[src/rtl/cordic_result_uart_tx_pkg.sv]
// Shared constants, state encoding and frame-character helpers for the CORDIC result UART reporter.
package cordic_result_uart_tx_pkg;

    localparam logic [7:0] ASCII_X     = 8'h58;
    localparam logic [7:0] ASCII_Y     = 8'h59;
    localparam logic [7:0] ASCII_EQ    = 8'h3D;
    localparam logic [7:0] ASCII_SP    = 8'h20;
    localparam logic [7:0] ASCII_CR    = 8'h0D;
    localparam logic [7:0] ASCII_LF    = 8'h0A;
    localparam logic [7:0] ASCII_QMARK = 8'h3F;
    localparam logic [7:0] ASCII_ZERO  = 8'h30;

    localparam int FRAME_LEN  = 31;
    localparam int CHAR_IDX_W = 5;

    typedef enum logic [1:0] {
        ST_IDLE,
        ST_START_BIT,
        ST_DATA,
        ST_STOP_BIT
    } tx_state_e;

    // Non-decimal nibbles are flagged as '?' rather than silently mapped.
    function automatic logic [7:0] digit_to_ascii(input logic [3:0] d);
        return (d <= 4'd9) ? (ASCII_ZERO + {4'h0, d}) : ASCII_QMARK;
    endfunction

    // "X=" + 12 x digits + ' ' + "Y=" + 12 y digits + CR LF, most significant digit first.
    function automatic logic [7:0] frame_char(input logic [CHAR_IDX_W-1:0] idx,
                                              input logic [47:0] x,
                                              input logic [47:0] y);
        int i;
        logic [7:0] ch;
        i = int'(idx);
        if (i == 0)       ch = ASCII_X;
        else if (i == 1)  ch = ASCII_EQ;
        else if (i <= 13) ch = digit_to_ascii(x[4*(13-i) +: 4]);
        else if (i == 14) ch = ASCII_SP;
        else if (i == 15) ch = ASCII_Y;
        else if (i == 16) ch = ASCII_EQ;
        else if (i <= 28) ch = digit_to_ascii(y[4*(28-i) +: 4]);
        else if (i == 29) ch = ASCII_CR;
        else              ch = ASCII_LF;
        return ch;
    endfunction

endpackage

[src/rtl/cordic_result_uart_tx_if.sv]
// Request/status bundle between the CORDIC control logic and the result UART reporter.
interface cordic_result_uart_tx_if;
    logic        start;
    logic [47:0] x_bcd;
    logic [47:0] y_bcd;
    logic        tx;
    logic        busy;
    logic        done;

    modport master (output start, x_bcd, y_bcd, input tx, busy, done);
    modport slave  (input start, x_bcd, y_bcd, output tx, busy, done);
endinterface

[src/rtl/cordic_result_uart_tx_uart_tx_byte.sv]
// 8N1 byte serializer; byte_ready is high in IDLE and in the last cycle of a stop bit so
// consecutive bytes can be chained with no idle gap.
module uart_tx_byte
    import cordic_result_uart_tx_pkg::*;
#(
    parameter int CLKS_PER_BIT = 10
) (
    input  logic       clk,
    input  logic       reset,
    input  logic       byte_valid,
    input  logic [7:0] byte_data,
    output logic       tx,
    output logic       byte_ready
);

    localparam int CNT_W = (CLKS_PER_BIT > 2) ? $clog2(CLKS_PER_BIT) : 1;
    localparam logic [CNT_W-1:0] CNT_LAST = CNT_W'(CLKS_PER_BIT - 1);

    tx_state_e        state_q, state_d;
    logic [CNT_W-1:0] cnt_q, cnt_d;
    logic [2:0]       bit_q, bit_d;
    logic [7:0]       shreg_q, shreg_d;
    logic             tx_q, tx_d;
    logic             bit_end;

    assign bit_end    = (cnt_q == CNT_LAST);
    assign byte_ready = (state_q == ST_IDLE) || ((state_q == ST_STOP_BIT) && bit_end);
    assign tx         = tx_q;

    always_ff @(posedge clk) begin
        if (reset) begin
            state_q <= ST_IDLE;
            cnt_q   <= '0;
            bit_q   <= '0;
            shreg_q <= '0;
            tx_q    <= 1'b1;
        end else begin
            state_q <= state_d;
            cnt_q   <= cnt_d;
            bit_q   <= bit_d;
            shreg_q <= shreg_d;
            tx_q    <= tx_d;
        end
    end

    always_comb begin
        state_d = state_q;
        cnt_d   = cnt_q;
        bit_d   = bit_q;
        shreg_d = shreg_q;
        tx_d    = tx_q;
        unique case (state_q)
            ST_IDLE: begin
                if (byte_valid) begin
                    state_d = ST_START_BIT;
                    shreg_d = byte_data;
                    cnt_d   = '0;
                    tx_d    = 1'b0;
                end
            end
            ST_START_BIT: begin
                if (bit_end) begin
                    state_d = ST_DATA;
                    cnt_d   = '0;
                    bit_d   = '0;
                    tx_d    = shreg_q[0];
                end else begin
                    cnt_d = cnt_q + 1'b1;
                end
            end
            ST_DATA: begin
                if (bit_end) begin
                    cnt_d = '0;
                    if (bit_q == 3'd7) begin
                        state_d = ST_STOP_BIT;
                        bit_d   = '0;
                        tx_d    = 1'b1;
                    end else begin
                        bit_d   = bit_q + 1'b1;
                        shreg_d = {1'b0, shreg_q[7:1]};
                        tx_d    = shreg_q[1];
                    end
                end else begin
                    cnt_d = cnt_q + 1'b1;
                end
            end
            ST_STOP_BIT: begin
                if (bit_end) begin
                    cnt_d = '0;
                    if (byte_valid) begin
                        state_d = ST_START_BIT;
                        shreg_d = byte_data;
                        tx_d    = 1'b0;
                    end else begin
                        state_d = ST_IDLE;
                    end
                end else begin
                    cnt_d = cnt_q + 1'b1;
                end
            end
            default: state_d = ST_IDLE;
        endcase
    end

endmodule

[src/rtl/cordic_result_uart_tx.sv]
// Captures packed-BCD X/Y results on start and reports them as one 31-character ASCII line
// over an 8N1 UART, with busy/done status for the control logic.
module cordic_result_uart_tx
    import cordic_result_uart_tx_pkg::*;
#(
    parameter int CLK_HZ       = 50000000,
    parameter int BAUD         = 9600,
    parameter int CLKS_PER_BIT = CLK_HZ / BAUD
) (
    input logic                    clk,
    input logic                    reset,
    cordic_result_uart_tx_if.slave bus
);

    if (CLKS_PER_BIT < 2) begin : g_bad_cpb
        $error("CLKS_PER_BIT must be >= 2");
    end

    localparam logic [CHAR_IDX_W-1:0] LAST_CHAR = CHAR_IDX_W'(FRAME_LEN - 1);

    logic [47:0]           x_q, x_d;
    logic [47:0]           y_q, y_d;
    logic [CHAR_IDX_W-1:0] char_idx_q, char_idx_d;
    logic                  busy_q, busy_d;
    logic                  done_q, done_d;
    logic                  byte_valid;
    logic [7:0]            byte_data;
    logic                  byte_ready;

    always_ff @(posedge clk) begin
        if (reset) begin
            x_q        <= '0;
            y_q        <= '0;
            char_idx_q <= '0;
            busy_q     <= 1'b0;
            done_q     <= 1'b0;
        end else begin
            x_q        <= x_d;
            y_q        <= y_d;
            char_idx_q <= char_idx_d;
            busy_q     <= busy_d;
            done_q     <= done_d;
        end
    end

    // char_idx_q tracks the character currently on the line; the next one is offered
    // in the final stop-bit cycle so the serializer chains it without a gap.
    always_comb begin
        x_d        = x_q;
        y_d        = y_q;
        char_idx_d = char_idx_q;
        busy_d     = busy_q;
        done_d     = 1'b0;
        byte_valid = 1'b0;
        byte_data  = ASCII_X;
        if (!busy_q) begin
            if (bus.start) begin
                x_d        = bus.x_bcd;
                y_d        = bus.y_bcd;
                busy_d     = 1'b1;
                char_idx_d = '0;
                byte_valid = 1'b1;
                byte_data  = frame_char('0, bus.x_bcd, bus.y_bcd);
            end
        end else if (byte_ready) begin
            if (char_idx_q == LAST_CHAR) begin
                busy_d     = 1'b0;
                done_d     = 1'b1;
                char_idx_d = '0;
            end else begin
                char_idx_d = char_idx_q + 1'b1;
                byte_valid = 1'b1;
                byte_data  = frame_char(char_idx_q + 1'b1, x_q, y_q);
            end
        end
    end

    uart_tx_byte #(
        .CLKS_PER_BIT(CLKS_PER_BIT)
    ) u_tx_byte (
        .clk       (clk),
        .reset     (reset),
        .byte_valid(byte_valid),
        .byte_data (byte_data),
        .tx        (bus.tx),
        .byte_ready(byte_ready)
    );

    assign bus.busy = busy_q;
    assign bus.done = done_q;

endmodule

[src/flat_wrapper.sv]
// flat-port wrapper written by rule: the top's interface ports become plain ports
module cordic_result_uart_tx_flat import cordic_result_uart_tx_pkg::*;
#(
    parameter int CLK_HZ       = 50000000,
    parameter int BAUD         = 9600,
    parameter int CLKS_PER_BIT = CLK_HZ / BAUD
)
  (clk, reset, bus_start, bus_x_bcd, bus_y_bcd, bus_tx, bus_busy, bus_done);
  cordic_result_uart_tx_if bus_i ();
  input logic clk;
  input logic reset;
  input wire logic [$bits(bus_i.start)-1:0] bus_start;
  input wire logic [$bits(bus_i.x_bcd)-1:0] bus_x_bcd;
  input wire logic [$bits(bus_i.y_bcd)-1:0] bus_y_bcd;
  output wire logic [$bits(bus_i.tx)-1:0] bus_tx;
  output wire logic [$bits(bus_i.busy)-1:0] bus_busy;
  output wire logic [$bits(bus_i.done)-1:0] bus_done;
  assign bus_i.start = bus_start;
  assign bus_i.x_bcd = bus_x_bcd;
  assign bus_i.y_bcd = bus_y_bcd;
  assign bus_tx = bus_i.tx;
  assign bus_busy = bus_i.busy;
  assign bus_done = bus_i.done;
  cordic_result_uart_tx #(.CLK_HZ(CLK_HZ), .BAUD(BAUD), .CLKS_PER_BIT(CLKS_PER_BIT)) u_core (.clk(clk), .reset(reset), .bus(bus_i));
endmodule
[config.mk]
export PLATFORM = sky130hd
export DESIGN_NAME = cordic_result_uart_tx_flat
export DESIGN_NICKNAME = d
export VERILOG_FILES = /design/src/rtl/cordic_result_uart_tx_pkg.sv /design/src/rtl/cordic_result_uart_tx_if.sv /design/src/rtl/cordic_result_uart_tx_uart_tx_byte.sv /design/src/rtl/cordic_result_uart_tx.sv /design/src/flat_wrapper.sv
export SDC_FILE = /design/constraint.sdc
export NUM_CORES = 1
export LEC_CHECK = 0
export ABC_AREA = 1
export CORE_ASPECT_RATIO = 0.5
export CORE_UTILIZATION = 59
export CTS_CLUSTER_SIZE = 8
export DETAILED_ROUTE_END_ITERATION = 6
export PLACE_DENSITY_LB_ADDON = 0.05
export SLEW_MARGIN = 15
export SYNTH_ARGS = -nofsm -noshare
export SYNTH_HDL_FRONTEND = slang
export SYNTH_SLANG_ARGS = --single-unit
[constraint.sdc]
create_clock -name clk -period 3.75 [get_ports clk]
set_input_delay 0.75 -clock clk [delete_from_list [all_inputs] [get_ports clk]]
set_output_delay 0.75 -clock clk [all_outputs]
set_load 0.05 [all_outputs]
# Yosys cells after proc, flatten, opt, wreduce, memory -nomap -nowiden
# Cells that the tools add are included.
word_totals:
  ff_bits: 130
  latchBits: 0
  mem_bits_rw: 0
  mem_bits_ro: 0
  input_bits: 99
  word_cells: 107
  memories: 0
op_classes:
  n_addsub: 7
  n_mul: 0
  div: 0
  order_cmp: 4
  n_eq_ne: 18
  n_shift: 2
  mux: 49
  bitwise: 2
  n_reduce_logical: 15
ops:
  columns: ["operator", "count"]
  rows:
  - ["8-bit 2-to-1 mux", 16]
  - ["48-bit by 32-bit variable part select with 4-bit output", 2]
  - ["13-bit 2-to-1 mux", 2]
  - ["13-bit one-hot mux with 2 select lines", 1]
  - ["8-bit one-hot mux with 3 select lines", 1]
  - ["5-bit == test (second input constant)", 4]
  - ["5-bit 2-to-1 mux", 4]
  - ["6-bit by 4-bit adder with 7-bit output (first input constant)", 2]
  - ["13-bit by 1-bit adder with 13-bit output (second input constant)", 1]
  - ["13-bit == test (second input constant)", 1]
  - ["1-bit 2-to-1 mux", 13]
  - ["3-bit 2-to-1 mux", 4]
  - ["2-bit != test (second input constant)", 6]
  - ["2-bit 2-to-1 mux", 5]
  - ["4-bit <= comparator (second input constant)", 2]
  - ["2-bit one-hot mux with 4 select lines", 1]
  - ["3-bit one-hot mux with 2 select lines", 1]
  - ["3-bit AND reduction", 2]
  - ["3-bit OR reduction", 2]
  - ["4-bit by 5-bit subtractor with 6-bit output (first input constant)", 1]
  - ["5-bit by 5-bit subtractor with 6-bit output (first input constant)", 1]
  - ["5-bit by 1-bit adder with 5-bit output (second input constant)", 1]
  - ["5-bit by 2-bit == test with 1-bit output (second input constant)", 1]
  - ["5-bit by 3-bit == test with 1-bit output (second input constant)", 1]
  - ["other kinds (18)", 22]

# Logic depth before layout (Yosys ltp)
# Gate-level depths: netlist of run 1.
depth:
  word_depth: 18
  ltp_mapped: 21
  depth_no_buf: 20

# Modules after synthesis
# Synthesis of run 1 repeated with hierarchy kept, for this count alone.
hier_totals:
  hier_cells: 1055
  area_unflattened_um2: 6890.4
modules_own_cells:
  columns: ["mod", "instances", "cells_each", "area_per_inst_um2"]
  rows:
  - ["cordic_result_uart_tx", 1, 824, 5225.0]
  - ["uart_tx_byte", 1, 231, 1665.3]

# Worst setup path after synthesis of run 1
# OpenSTA, ideal clock, no wires.
synth_path:
  path_type: "reg2reg"
  from: "register u_core.char_idx_q[0]"
  to: "register u_core.u_tx_byte.shreg_q[0]"
  setup_time_ns: 0.122
  t_arrival_ns: 2.450
  setup_slack_ns: 1.178
  path_stages_with_launch: 19
  synth_period_minus_slack_ns: 2.572
  path_cell_list: "dfxtp_1 -> inv_1 -> buf_2 -> buf_2 -> ha_1 -> clkinv_1 -> ha_1 -> inv_1 -> nand3_1 -> nand3_1 -> nand2_1 -> nand2_1 -> nand2_1 -> nand2_1 -> nand2_1 -> nor2_1 -> nand2_1 -> nand2_1 -> a21oi_2"
synth_between:
  elab_chain_cells: 18
synth_rtl:
  columns: ["item", "line", "source"]
  rows:
  - ["from (decl)", "cordic_result_uart_tx.sv:23", "logic [CHAR_IDX_W-1:0] char_idx_q, char_idx_d;"]
  - ["from (signal assigned)", "cordic_result_uart_tx.sv:40", "char_idx_q <= char_idx_d;"]
  - ["5-bit by 1-bit adder with 5-bit output", "cordic_result_uart_tx.sv:73", "byte_data = frame_char(char_idx_q + 1'b1, x_q, y_q);"]
  - ["5-bit by 5-bit subtractor with 6-bit output", "cordic_result_uart_tx_pkg.sv:41", "else if (i <= 28) ch = digit_to_ascii(y[4*(28-i) +: 4]);"]
  - ["48-bit by 32-bit variable part select with 4-bit output", "cordic_result_uart_tx_pkg.sv:41", null]
  - ["6-bit by 4-bit adder with 7-bit output / 4-bit <= comparator (equally long branches)", "cordic_result_uart_tx_pkg.sv:25", "return (d <= 4'd9) ? (ASCII_ZERO + {4'h0, d}) : ASCII_QMARK;"]
  - ["8-bit 2-to-1 mux", "cordic_result_uart_tx_pkg.sv:25", null]
  - ["8-bit 2-to-1 mux", "cordic_result_uart_tx_pkg.sv:41", null]
  - ["8-bit 2-to-1 mux", "cordic_result_uart_tx_pkg.sv:40", "else if (i == 16) ch = ASCII_EQ;"]
  - ["8-bit 2-to-1 mux", "cordic_result_uart_tx_pkg.sv:39", "else if (i == 15) ch = ASCII_Y;"]
  - ["[2 not listed]", null, null]
  - ["8-bit 2-to-1 mux", "cordic_result_uart_tx_pkg.sv:36", "else if (i == 1) ch = ASCII_EQ;"]
  - ["8-bit 2-to-1 mux", "cordic_result_uart_tx_pkg.sv:35", "if (i == 0) ch = ASCII_X;"]
  - ["8-bit 2-to-1 mux", "cordic_result_uart_tx.sv:66", "if (char_idx_q == LAST_CHAR) begin"]
  - ["8-bit 2-to-1 mux", "cordic_result_uart_tx.sv:65", "end else if (byte_ready) begin"]
  - ["8-bit 2-to-1 mux", "cordic_result_uart_tx.sv:56", "if (!busy_q) begin"]
  - ["8-bit 2-to-1 mux *", "cordic_result_uart_tx_uart_tx_byte.sv:54, cordic_result_uart_tx_uart_tx_byte.sv:90", null]
  - ["8-bit 2-to-1 mux", "cordic_result_uart_tx_uart_tx_byte.sv:88", "if (bit_end) begin"]
  - ["8-bit one-hot mux with 3 select lines *", "cordic_result_uart_tx_uart_tx_byte.sv:52", "unique case (state_q)"]
  - ["to (signal assigned)", "cordic_result_uart_tx_uart_tx_byte.sv:41", "shreg_q <= shreg_d;"]
  - ["to (decl)", "cordic_result_uart_tx_uart_tx_byte.sv:22", "logic [7:0] shreg_q, shreg_d;"]
# Every way passes the cells marked *; elsewhere a longest branch is shown, timed or not. The select of a mux whose other input is x is not followed.
# A chain may end at the register's enable or synchronous reset.

# Worst setup path in the final report of run 1
layout_path:
  from: "register u_core.char_idx_q[0]"
  to: "register u_core.u_tx_byte.shreg_q[2]"
# The elaborated chain is that of the path after synthesis.

==> flow_summary.json, run 1 <==
{
  "fill_cells": 905,
  "fmaxAchievable_mhz": 336,
  "top_layer_used": "met4",
  "tightestPinTransition_ns": 0.708,
  "netlist_top_cells_area": "dfxtp_1 38%, nand2_1 11%, o21ai_0 9.2%, nor2_1 8.3%, a21oi_1 6.2%",
  "dieArea_um2": 12000,
  "overflow": 0,
  "slew_violations": 0,
  "clkTransAtPathRegs_ns": 0.06,
  "cpPeakStageDelay_ns": 0.60,
  "period_share_pct": 79.3,
  "clock-sinks": 129,
  "layout_common_cells": "198 x nand2_1, 151 x nor2_1, 128 x dfxtp_1",
  "synth-seq-cells": 129,
  "cts_buffers": 17,
  "yosys_warnings": 0,
  "crit_top_cell": "nand2_1",
  "drtPass1Iterations": 6,
  "status": "finished, final reports clean",
  "peakVddDrop_mv": 0.274,
  "wl_met3_um": 966,
  "path_class": "reg -> reg",
  "core_um2": 11100,
  "wl_met2_mm": 8.05,
  "setup_violations": 0,
  "cts_tree": "yes",
  "die_w_um": 154,
  "vias": 6765,
  "hold_path_class": "reg -> reg",
  "postCtsHoldBufs": 0,
  "drive_gt1_share_pct": 8.41,
  "end_kind": "register",
  "synth-seq-area-share_pct": 37.9,
  "synth_edf_count": 0,
  "grt_pass1_vias": 6166,
  "critPathLaunch": "u_core.char_idx_q[0]$_SDFFE_PP0P_",
  "fp-row-count": 27,
  "post-cts-setup-buffers": 0,
  "die_y_um": 78.0,
  "totalWireLength_mm": 17.4,
  "grt_setup_unrepaired": "false",
  "maxSlewHeadroom_pct": 52.8,
  "grtUsageTotal_pct": 29.8,
  "grt_max_degree": 77,
  "place_hpwl_mm": 12.2,
  "port_buffers": 101,
  "routabilityCongestion": 0.941,
  "synth_ff_type": "dfxtp_1",
  "clk_latency_ns": 0.42,
  "cts_htree_levels": 4,
  "arrival_ns": 3.27,
  "final_core_util_pct": 75.4,
  "syn_nets": 1131,
  "power.density_nw_per_um2": 538,
  "cts-root-buf": "clkbuf_16",
  "fin_worst_skew_ns": 0.00930,
  "m1WireLength_mm": 8.12,
  "cp_cell_sequence": "inv_1, ha_1, clkinv_1, ha_1, inv_1, nand3_1, nand3_1, nand2_1, nand2_1, nand2_1, nand2_1, nand2_1, nor2_1, nand2_1, nand2_1, a21oi_2",
  "clockBufferDepth": 2,
  "antenna_found_initial": 0,
  "min_from": "u_core.y_q[2]$_SDFFE_PP0P_",
  "finalNetCount": 1208,
  "io-pin-count": 102,
  "synth_cell_types": 41,
  "synthCells": 1016,
  "drt_iter0_markers": 570,
  "synth_top_area_cell": "dfxtp_1",
  "cts.repair.resized": 0,
  "leakagePower_nw": 3.62,
  "synthToLayoutAreaGrowth_pct": 22.9,
  "final_common_cell": "nand2_1",
  "finalHoldViolations": 0,
  "fin_crit_ns": 2.97,
  "wl_per_cell_um": 13.9,
  "fin_area_um2": 8390,
  "place_area_um2": 7820,
  "syn_area_um2": 6820,
  "drv_cap": 0,
  "antenna_left": 0,
  "synth.top_cell.area_share_pct": 37.9,
  "syn_area_per_cell_um2": 6.71,
  "avgViaCountPerCell": 5.41,
  "n_antenna_cell": 0,
  "grt_pass1_wl_mm": 28.8,
  "worstPathRequired_ns": 4.05,
  "r2r_start": "u_core.char_idx_q[0]$_SDFFE_PP0P_",
  "critPathMaxFanout": 23,
  "drc": 0,
  "crit_path_top_delay_cell": "dfxtp_2",
  "start_util_pct": 61.4,
  "async_reset_ff_share_pct": 0,
  "fin_tns_setup_ns": 0,
  "startpoint_type": "register"
}
-- metrics by stage --
step	power, W	std cells	setup slack, ns	hold WS [ns]
final	0.00451	1251	0.777	0.452
after global routing	0.00476	1251	0.482	0.465
after CTS	0.00451	1251	0.829	0.453
after detailed placement	0.00293	1219	0.866	0.444
after global placement	0.00290	1219	1.01	0.437
after floorplan	0.00261	1016	1.18	0.424
-- cells in the mapped netlist, types with 2 or more instances --
library cell,n
nand2_1,199
nor2_1,151
dfxtp_1,129
o21ai_0,125
inv_1,103
a21oi_1,84
nand3_1,67
clkbuf_1,32
ha_1,16
o211ai_1,11
nand2_2,10
nand4_1,9
buf_4,8
inv_2,8
buf_2,6
nor2_2,6
buf_6,4
clkinv_1,4
nand2_4,4
nor3_1,4
nor3_2,4
o21ai_1,4
a21oi_2,3
or2_2,3
a211oi_2,2
a31oi_1,2
nand3_4,2
nor2_4,2
o21ai_2,2
-- final timing paths --
path / endpoint / slack (ns) / cells after the start
setup / recovery: u_core.u_tx_byte.shreg_q[2]$_SDFFE_PP0P_ / 0.78 / 16
hold reg to reg: u_core.y_q[2]$_SDFFE_PP0P_ / 0.45 / 2
setup reg to reg: u_core.u_tx_byte.shreg_q[2]$_SDFFE_PP0P_ / 0.78 / 16
hold / removal: u_core.y_q[2]$_SDFFE_PP0P_ / 0.45 / 2
-- routing by layer --
metal | vias to the layer above | global-route usage, %
li1 | 3428 | -
met1 | 3105 | 40.4
met2 | 208 | 48.6
met3 | 24 | 5.91
met4 | 0 | 8.30
met5 | - | 0
-- cell type report --
type                    count  area, µm²  share of cell area (%)
well taps                 145        181                    2.16
multi-input cells         720       3530                    42.1
clock inverters            15        140                    1.67
repair buffers            109       1080                    12.9
flip-flops and latches    129       2580                    30.8
inverters                 116        438                    5.22
clock buffers              17        425                    5.07
-- state kept, by name (all words and copies together), names as in the netlist --
register,count
u_core.u_tx_byte.cnt_q,13
u_core.u_tx_byte.shreg_q,7
u_core.y_q,48
u_core.bus.busy,1
u_core.x_q,48
u_core.u_tx_byte.bit_q,3
u_core.u_tx_byte.tx,1
u_core.char_idx_q,5
u_core.u_tx_byte.state_q,2
u_core.bus.done,1
-- power by group --
group	internal (W)	switching, W	leakage [nW]
combinational	0.000484	0.000853	2.28
sequential	0.00151	0.0000869	1.06
clock	0.000876	0.000697	0.274
total	0.00287	0.00164	3.62
-- cells by family after synthesis --
family / Yosys count / share of synthesized area, %
AND/OR/NAND/NOR: 465 / 30.0
AO/OA/AOI/OAI: 237 / 18.5
buffers and inverters: 167 / 10.5
flip-flops: 129 / 37.9
adder cells (fa/ha/maj): 16 / 2.93
XOR/XNOR: 1 / 0.128
multiplexers: 1 / 0.147
-- critical path: cells and delay by family (launching register included) --
family | cells | cell delay [ns]
AO/OA/AOI/OAI | 1 | 0.05
adder cells (fa/ha/maj) | 2 | 0.78
buffers and inverters | 3 | 0.58
flip-flops | 1 | 0.60
AND/OR/NAND/NOR | 10 | 0.86
Note: power is estimated with default switching activity, not from simulation.
==> inputs of run 2 (changes only) <==
Settings changed: CORE_UTILIZATION 59 to 49.
Clock period 3.75 ns to 2.6 ns, I/O delays scaled along.
==> run 2 against run 1 <==
- global-route usage fell by 4.7 points
- first-iteration DRC count decreased by 29%
- register-to-register slack lost 0.51 ns
- highest routed layer unchanged
==> flow_summary.json, run 2 (synthesis gave the netlist of run 1 again) <==
{
  "m1WireLength_mm": 8.58,
  "maxSlewHeadroom_pct": 61.0,
  "grt_max_degree": 102,
  "holdPathStages": 2,
  "top_layer_used": "met4",
  "die_y_um": 85.4,
  "slew_violations": 0,
  "antenna_left": 0,
  "r2r_cells": 10,
  "period_share_pct": 89.6,
  "critPathMaxFanout": 38,
  "power_w": 0.00658,
  "fmaxAchievable_mhz": 429,
  "wl_met2_mm": 7.78,
  "drt_iter0_markers": 402,
  "clkTransAtPathRegs_ns": 0.06,
  "end_kind": "register",
  "grtUsageTotal_pct": 25.1,
  "final_common_cell": "nand2_1",
  "cts.repair.resized": 0,
  "wl_met3_um": 751,
  "reg.largest.list": "u_core.x_q: 48 flops, u_core.y_q: 48 flops, u_core.u_tx_byte.cnt_q: 13 flops",
  "final_core_util_pct": 63.3,
  "drv_cap": 0,
  "rrSetupSlack_ns": 0.27,
  "finalHoldViolations": 0,
  "status": "finished, final reports clean",
  "fin_crit_ns": 2.33,
  "totalWireLength_mm": 17.3,
  "path_buf_inv": 3,
  "clockBufferDepth": 2,
  "drc": 0,
  "grt_pass1_vias": 6189,
  "power.density_nw_per_um2": 767,
  "place_hpwl_mm": 12.5,
  "finalNetCount": 1220,
  "clock-sinks": 129,
  "cpPeakStageDelay_ns": 0.37,
  "post-cts-setup-buffers": 0,
  "cts_tree": "yes",
  "clk_latency_ns": 0.41,
  "crit_path_top_delay_cell": "dfxtp_4",
  "cts_buffers": 17,
  "startpoint_type": "register",
  "min_from": "u_core.y_q[2]$_SDFFE_PP0P_",
  "setup_violations": 0,
  "peakVddDrop_mv": 0.465,
  "die_w_um": 169,
  "arrival_ns": 2.63,
  "grt_pass1_wl_mm": 29.0,
  "worstPathRequired_ns": 2.89,
  "cp_cell_sequence": "inv_1, buf_6, ha_1, nand4_1, nand3_4, nand2_4, o21ai_2, inv_1, o21ai_0, a21oi_2",
  "drive_gt1_share_pct": 9.75,
  "r2r_start": "u_core.char_idx_q[0]$_SDFFE_PP0P_",
  "tightestPinTransition_ns": 0.584,
  "cts_htree_levels": 4,
  "avgViaCountPerCell": 5.05,
  "layout_common_cells": "198 x nand2_1, 151 x nor2_1, 127 x dfxtp_1",
  "antenna_found_initial": 0,
  "io-pin-count": 102,
  "core_um2": 13600,
  "fin_worst_skew_ns": 0.00951,
  "wl_per_cell_um": 13.2,
  "port_buffers": 101,
  "hold_end": "u_core.y_q[2]$_SDFFE_PP0P_",
  "routabilityCongestion": 0.922,
  "drtPass1Iterations": 5,
  "fp-row-count": 30,
  "dieArea_um2": 14400,
  "overflow": 0,
  "path_class": "reg -> reg",
  "start_util_pct": 50.3,
  "synthToLayoutAreaGrowth_pct": 25.8,
  "n_antenna_cell": 0,
  "hold_path_class": "reg -> reg",
  "vias": 6609,
  "timing.rr.end": "u_core.u_tx_byte.shreg_q[0]$_SDFFE_PP0P_",
  "crit_top_cell": "inv_1",
  "crit_family": "buffers and inverters",
  "postCtsHoldBufs": 0,
  "cts-root-buf": "clkbuf_16",
  "leakagePower_nw": 3.69
}
-- run 2: area by class of cell --
class | instances | area [µm²]
fill | 1261 | 4970
multi-input combinational | 720 | 3550
tap | 192 | 240
sequential | 129 | 2590
inverter | 116 | 438
clock buffer | 18 | 439
clock inverter | 14 | 136
timing repair buffer | 121 | 1190
-- run 2: worst max path at each step --
stage / startpoint / to / slack (ns) / cells after the start
CTS: u_core.char_idx_q[1]$_SDFFE_PP0P_ / u_core.u_tx_byte.shreg_q[0]$_SDFFE_PP0P_ / 0.14 / 16
global placement: u_core.char_idx_q[0]$_SDFFE_PP0P_ / u_core.u_tx_byte.shreg_q[1]$_SDFFE_PP0P_ / 0.27 / 17
detailed placement: u_core.char_idx_q[1]$_SDFFE_PP0P_ / u_core.u_tx_byte.shreg_q[2]$_SDFFE_PP0P_ / 0.17 / 16
floorplan: u_core.char_idx_q[0]$_SDFFE_PP0P_ / u_core.u_tx_byte.shreg_q[2]$_SDFFE_PP0P_ / 0.03 / 18
global route: u_core.char_idx_q[0]$_SDFFE_PP0P_ / u_core.u_tx_byte.shreg_q[1]$_SDFFE_PP0P_ / -0.002 / 19
finish: u_core.char_idx_q[0]$_SDFFE_PP0P_ / u_core.u_tx_byte.shreg_q[0]$_SDFFE_PP0P_ / 0.27 / 10
-- run 2: metrics by stage --
stage	setup TNS, ns	worst slack (ns)	cells	area, µm²	hold WS, ns
after detailed placement	0	0.170	1278	7980	0.445
after floorplan	0	0.0282	1016	6820	0.424
after global routing	-0.00208	-0.00208	1310	8580	0.466
final	0	0.270	1310	8580	0.451
after global placement	0	0.274	1278	7980	0.440
after CTS	0	0.144	1310	8560	0.454
-- run 2: per-layer routing --
metal	GRT usage (%)	vias to the layer above
li1	-	3463
met1	33.9	2983
met2	40.7	143
met3	5.08	20
met4	7.60	0
met5	0	-
-- run 2: worst min-delay path, cell delays in order, from the launching register on --
cell and delay, ns:
dfxtp_1 0.29, inv_1 0.06, a21oi_1 0.05
-- run 2: power breakdown --
group / leakage (nW) / internal, W / switching (W)
logic: 2.35 / 0.000739 / 0.00124
clock network: 0.282 / 0.00130 / 0.00101
registers: 1.07 / 0.00218 / 0.000109
==> inputs of run 3 (changes only) <==
Settings changed: CORE_UTILIZATION 49 to 59.
Clock period 2.6 ns to 2.95 ns, I/O delays scaled along.
==> run 3 against run 2 <==
- global-route usage up 5.3 points
- setup slack improved by 0.095 ns
- total power down 9.4%
- core utilization rose by 13 points
- combinational power down 11%
- non-clock buffer count is 9 lower
- design area shrank 1.4%
- via count up 2.5%
- first-iteration DRC count is 54% higher
- clock power shrank 5%
- fmax decreased by 9.9%
- flip-flop and latch count unchanged
==> flow_summary.json, run 3 (synthesis gave the netlist of run 1 again) <==
{
  "regArea_um2": 2580,
  "power_frac_comb_pct": 29.5,
  "place_hpwl_mm": 12.3,
  "start_util_pct": 61.4,
  "drtPass1Iterations": 7,
  "wl_met2_mm": 8.34,
  "p_sw_share_pct": 35.4,
  "clk_latency_ns": 0.42,
  "timing.rr.end": "u_core.u_tx_byte.shreg_q[0]$_SDFFE_PP0P_",
  "hold_path_class": "reg -> reg",
  "r2r_cells": 17,
  "tightestPinTransition_ns": 0.575,
  "cts-root-buf": "clkbuf_16",
  "grtUsageTotal_pct": 30.4,
  "multi_input_comb_area_um2": 3530,
  "top_layer_used": "met4",
  "grt_max_degree": 152,
  "end_kind": "register",
  "routabilityCongestion": 0.931,
  "antenna_found_initial": 0,
  "clock-sinks": 129,
  "fill_cells": 879,
  "arrival_ns": 2.89,
  "totalWireLength_mm": 17.8,
  "peakVddDrop_mv": 0.380,
  "holdWs_ns": 0.449,
  "fin_tns_setup_ns": 0,
  "worst_slack_ns": 0.365,
  "power.density_nw_per_um2": 704,
  "postCtsHoldBufs": 0,
  "drv_cap": 0,
  "core_um2": 11100,
  "drc": 0,
  "finalNetCount": 1211,
  "clockBufferDepth": 2,
  "io-pin-count": 102,
  "m1WireLength_mm": 8.26,
  "dieArea_um2": 12000,
  "p_clk_share_pct": 36.7,
  "synthToLayoutAreaGrowth_pct": 24.1,
  "hold_end": "u_core.y_q[18]$_SDFFE_PP0P_",
  "post-cts-setup-buffers": 0,
  "final_common_cell": "nand2_1",
  "min_from": "u_core.y_q[18]$_SDFFE_PP0P_",
  "grt_pass1_vias": 6136,
  "cts_htree_levels": 4,
  "reg.largest.list": "u_core.x_q: 48 flops, u_core.y_q: 48 flops, u_core.u_tx_byte.cnt_q: 13 flops",
  "holdPathStages": 2,
  "worstPathRequired_ns": 3.26,
  "rrSetupSlack_ns": 0.37,
  "finalHoldViolations": 0,
  "clkTransAtPathRegs_ns": 0.06,
  "layout_common_cells": "198 x nand2_1, 151 x nor2_1, 127 x dfxtp_1",
  "port_buffers": 101,
  "r2r_start": "u_core.char_idx_q[1]$_SDFFE_PP0P_",
  "p_sw_w": 0.00211,
  "slew_violations": 0,
  "cts.repair.resized": 0,
  "pwr-share-seq_pct": 33.8,
  "fp-row-count": 27,
  "die_w_um": 154,
  "status": "finished, final reports clean",
  "grt_setup_unrepaired": "false",
  "cts_buffers": 17,
  "wl_met3_um": 904,
  "fin_crit_ns": 2.58,
  "place_ws_ns": 0.330,
  "antenna_left": 0,
  "startpoint_type": "register",
  "overflow": 0,
  "critPathMaxFanout": 10,
  "drt_iter0_markers": 618,
  "drive_gt1_share_pct": 8.75,
  "leakagePower_nw": 3.66,
  "vias": 6776,
  "final_core_util_pct": 76.2,
  "fmaxAchievable_mhz": 387,
  "maxSlewHeadroom_pct": 61.7,
  "cts_tree": "yes",
  "wl_per_cell_um": 14.2,
  "setup_violations": 0,
  "path_class": "reg -> reg",
  "die_y_um": 78.0,
  "fin_worst_skew_ns": 0.00871,
  "internal_power_w": 0.00385,
  "n_antenna_cell": 0,
  "grt_pass1_wl_mm": 29.1,
  "avgViaCountPerCell": 5.40,
  "period_share_pct": 87.6
}
## run 3: layout make-up
cell class	count	share of cell area (%)
clock buffer	18	5.19
clock inverter	14	2.00
inverter	116	5.17
multi-input combinational	720	41.7
sequential	129	30.5
tap	145	2.14
timing repair buffer	112	13.2
## run 3: critical path: stages (launching register included)
cell and delay (ns):
dfxtp_2 0.40, ha_1 0.25, inv_1 0.10, nand2_1 0.10
nand2_4 0.12, ha_1 0.42, inv_1 0.20, nand3_1 0.11
nand3_1 0.10, nand2_1 0.06, nand2_1 0.07, nand2_1 0.06
nand2_1 0.11, nand2_1 0.08, nor2_1 0.10, nand2_1 0.06
nand2_1 0.07, a21oi_2 0.05
## run 3: metrics by stage
stage / cell area [µm²] / std cells / total power, W
after global routing: 8460 / 1254 / 0.00625
after floorplan: 6820 / 1016 / 0.00331
after global placement: 7860 / 1222 / 0.00371
after CTS: 8460 / 1254 / 0.00595
final: 8460 / 1254 / 0.00596
after detailed placement: 7860 / 1222 / 0.00375
## run 3: power by group through the flow
stage,Sequential (W),Combinational (W),Clock (W)
4_1_cts,0.00201,0.00174,0.00219
6_report,0.00201,0.00176,0.00219
5_1_grt,0.00203,0.00194,0.00228
3_5_place_dp,0.00205,0.00171,0
2_1_floorplan,0.00205,0.00126,0
3_3_place_gp,0.00204,0.00167,0
## run 3: worst max path at each step
stage | cells past startpoint | slack, ns | to | start
floorplan | 18 | 0.38 | u_core.u_tx_byte.shreg_q[0]$_SDFFE_PP0P_ | u_core.char_idx_q[0]$_SDFFE_PP0P_
global placement | 17 | 0.52 | u_core.u_tx_byte.shreg_q[0]$_SDFFE_PP0P_ | u_core.char_idx_q[1]$_SDFFE_PP0P_
detailed placement | 17 | 0.33 | u_core.u_tx_byte.shreg_q[0]$_SDFFE_PP0P_ | u_core.char_idx_q[1]$_SDFFE_PP0P_
CTS | 17 | 0.32 | u_core.u_tx_byte.shreg_q[0]$_SDFFE_PP0P_ | u_core.char_idx_q[1]$_SDFFE_PP0P_
global route | 14 | 0.05 | u_core.u_tx_byte.shreg_q[1]$_SDFFE_PP0P_ | u_core.char_idx_q[1]$_SDFFE_PP0P_
finish | 17 | 0.37 | u_core.u_tx_byte.shreg_q[0]$_SDFFE_PP0P_ | u_core.char_idx_q[1]$_SDFFE_PP0P_
## run 3: per-layer routing
| layer | vias up | GRT usage (%) |
|---|---|---|
| met5 | - | 0 |
| met4 | 0 | 9.60 |
| met3 | 23 | 6.29 |
| met2 | 204 | 50.0 |
| met1 | 3100 | 40.4 |
| li1 | 3449 | - |
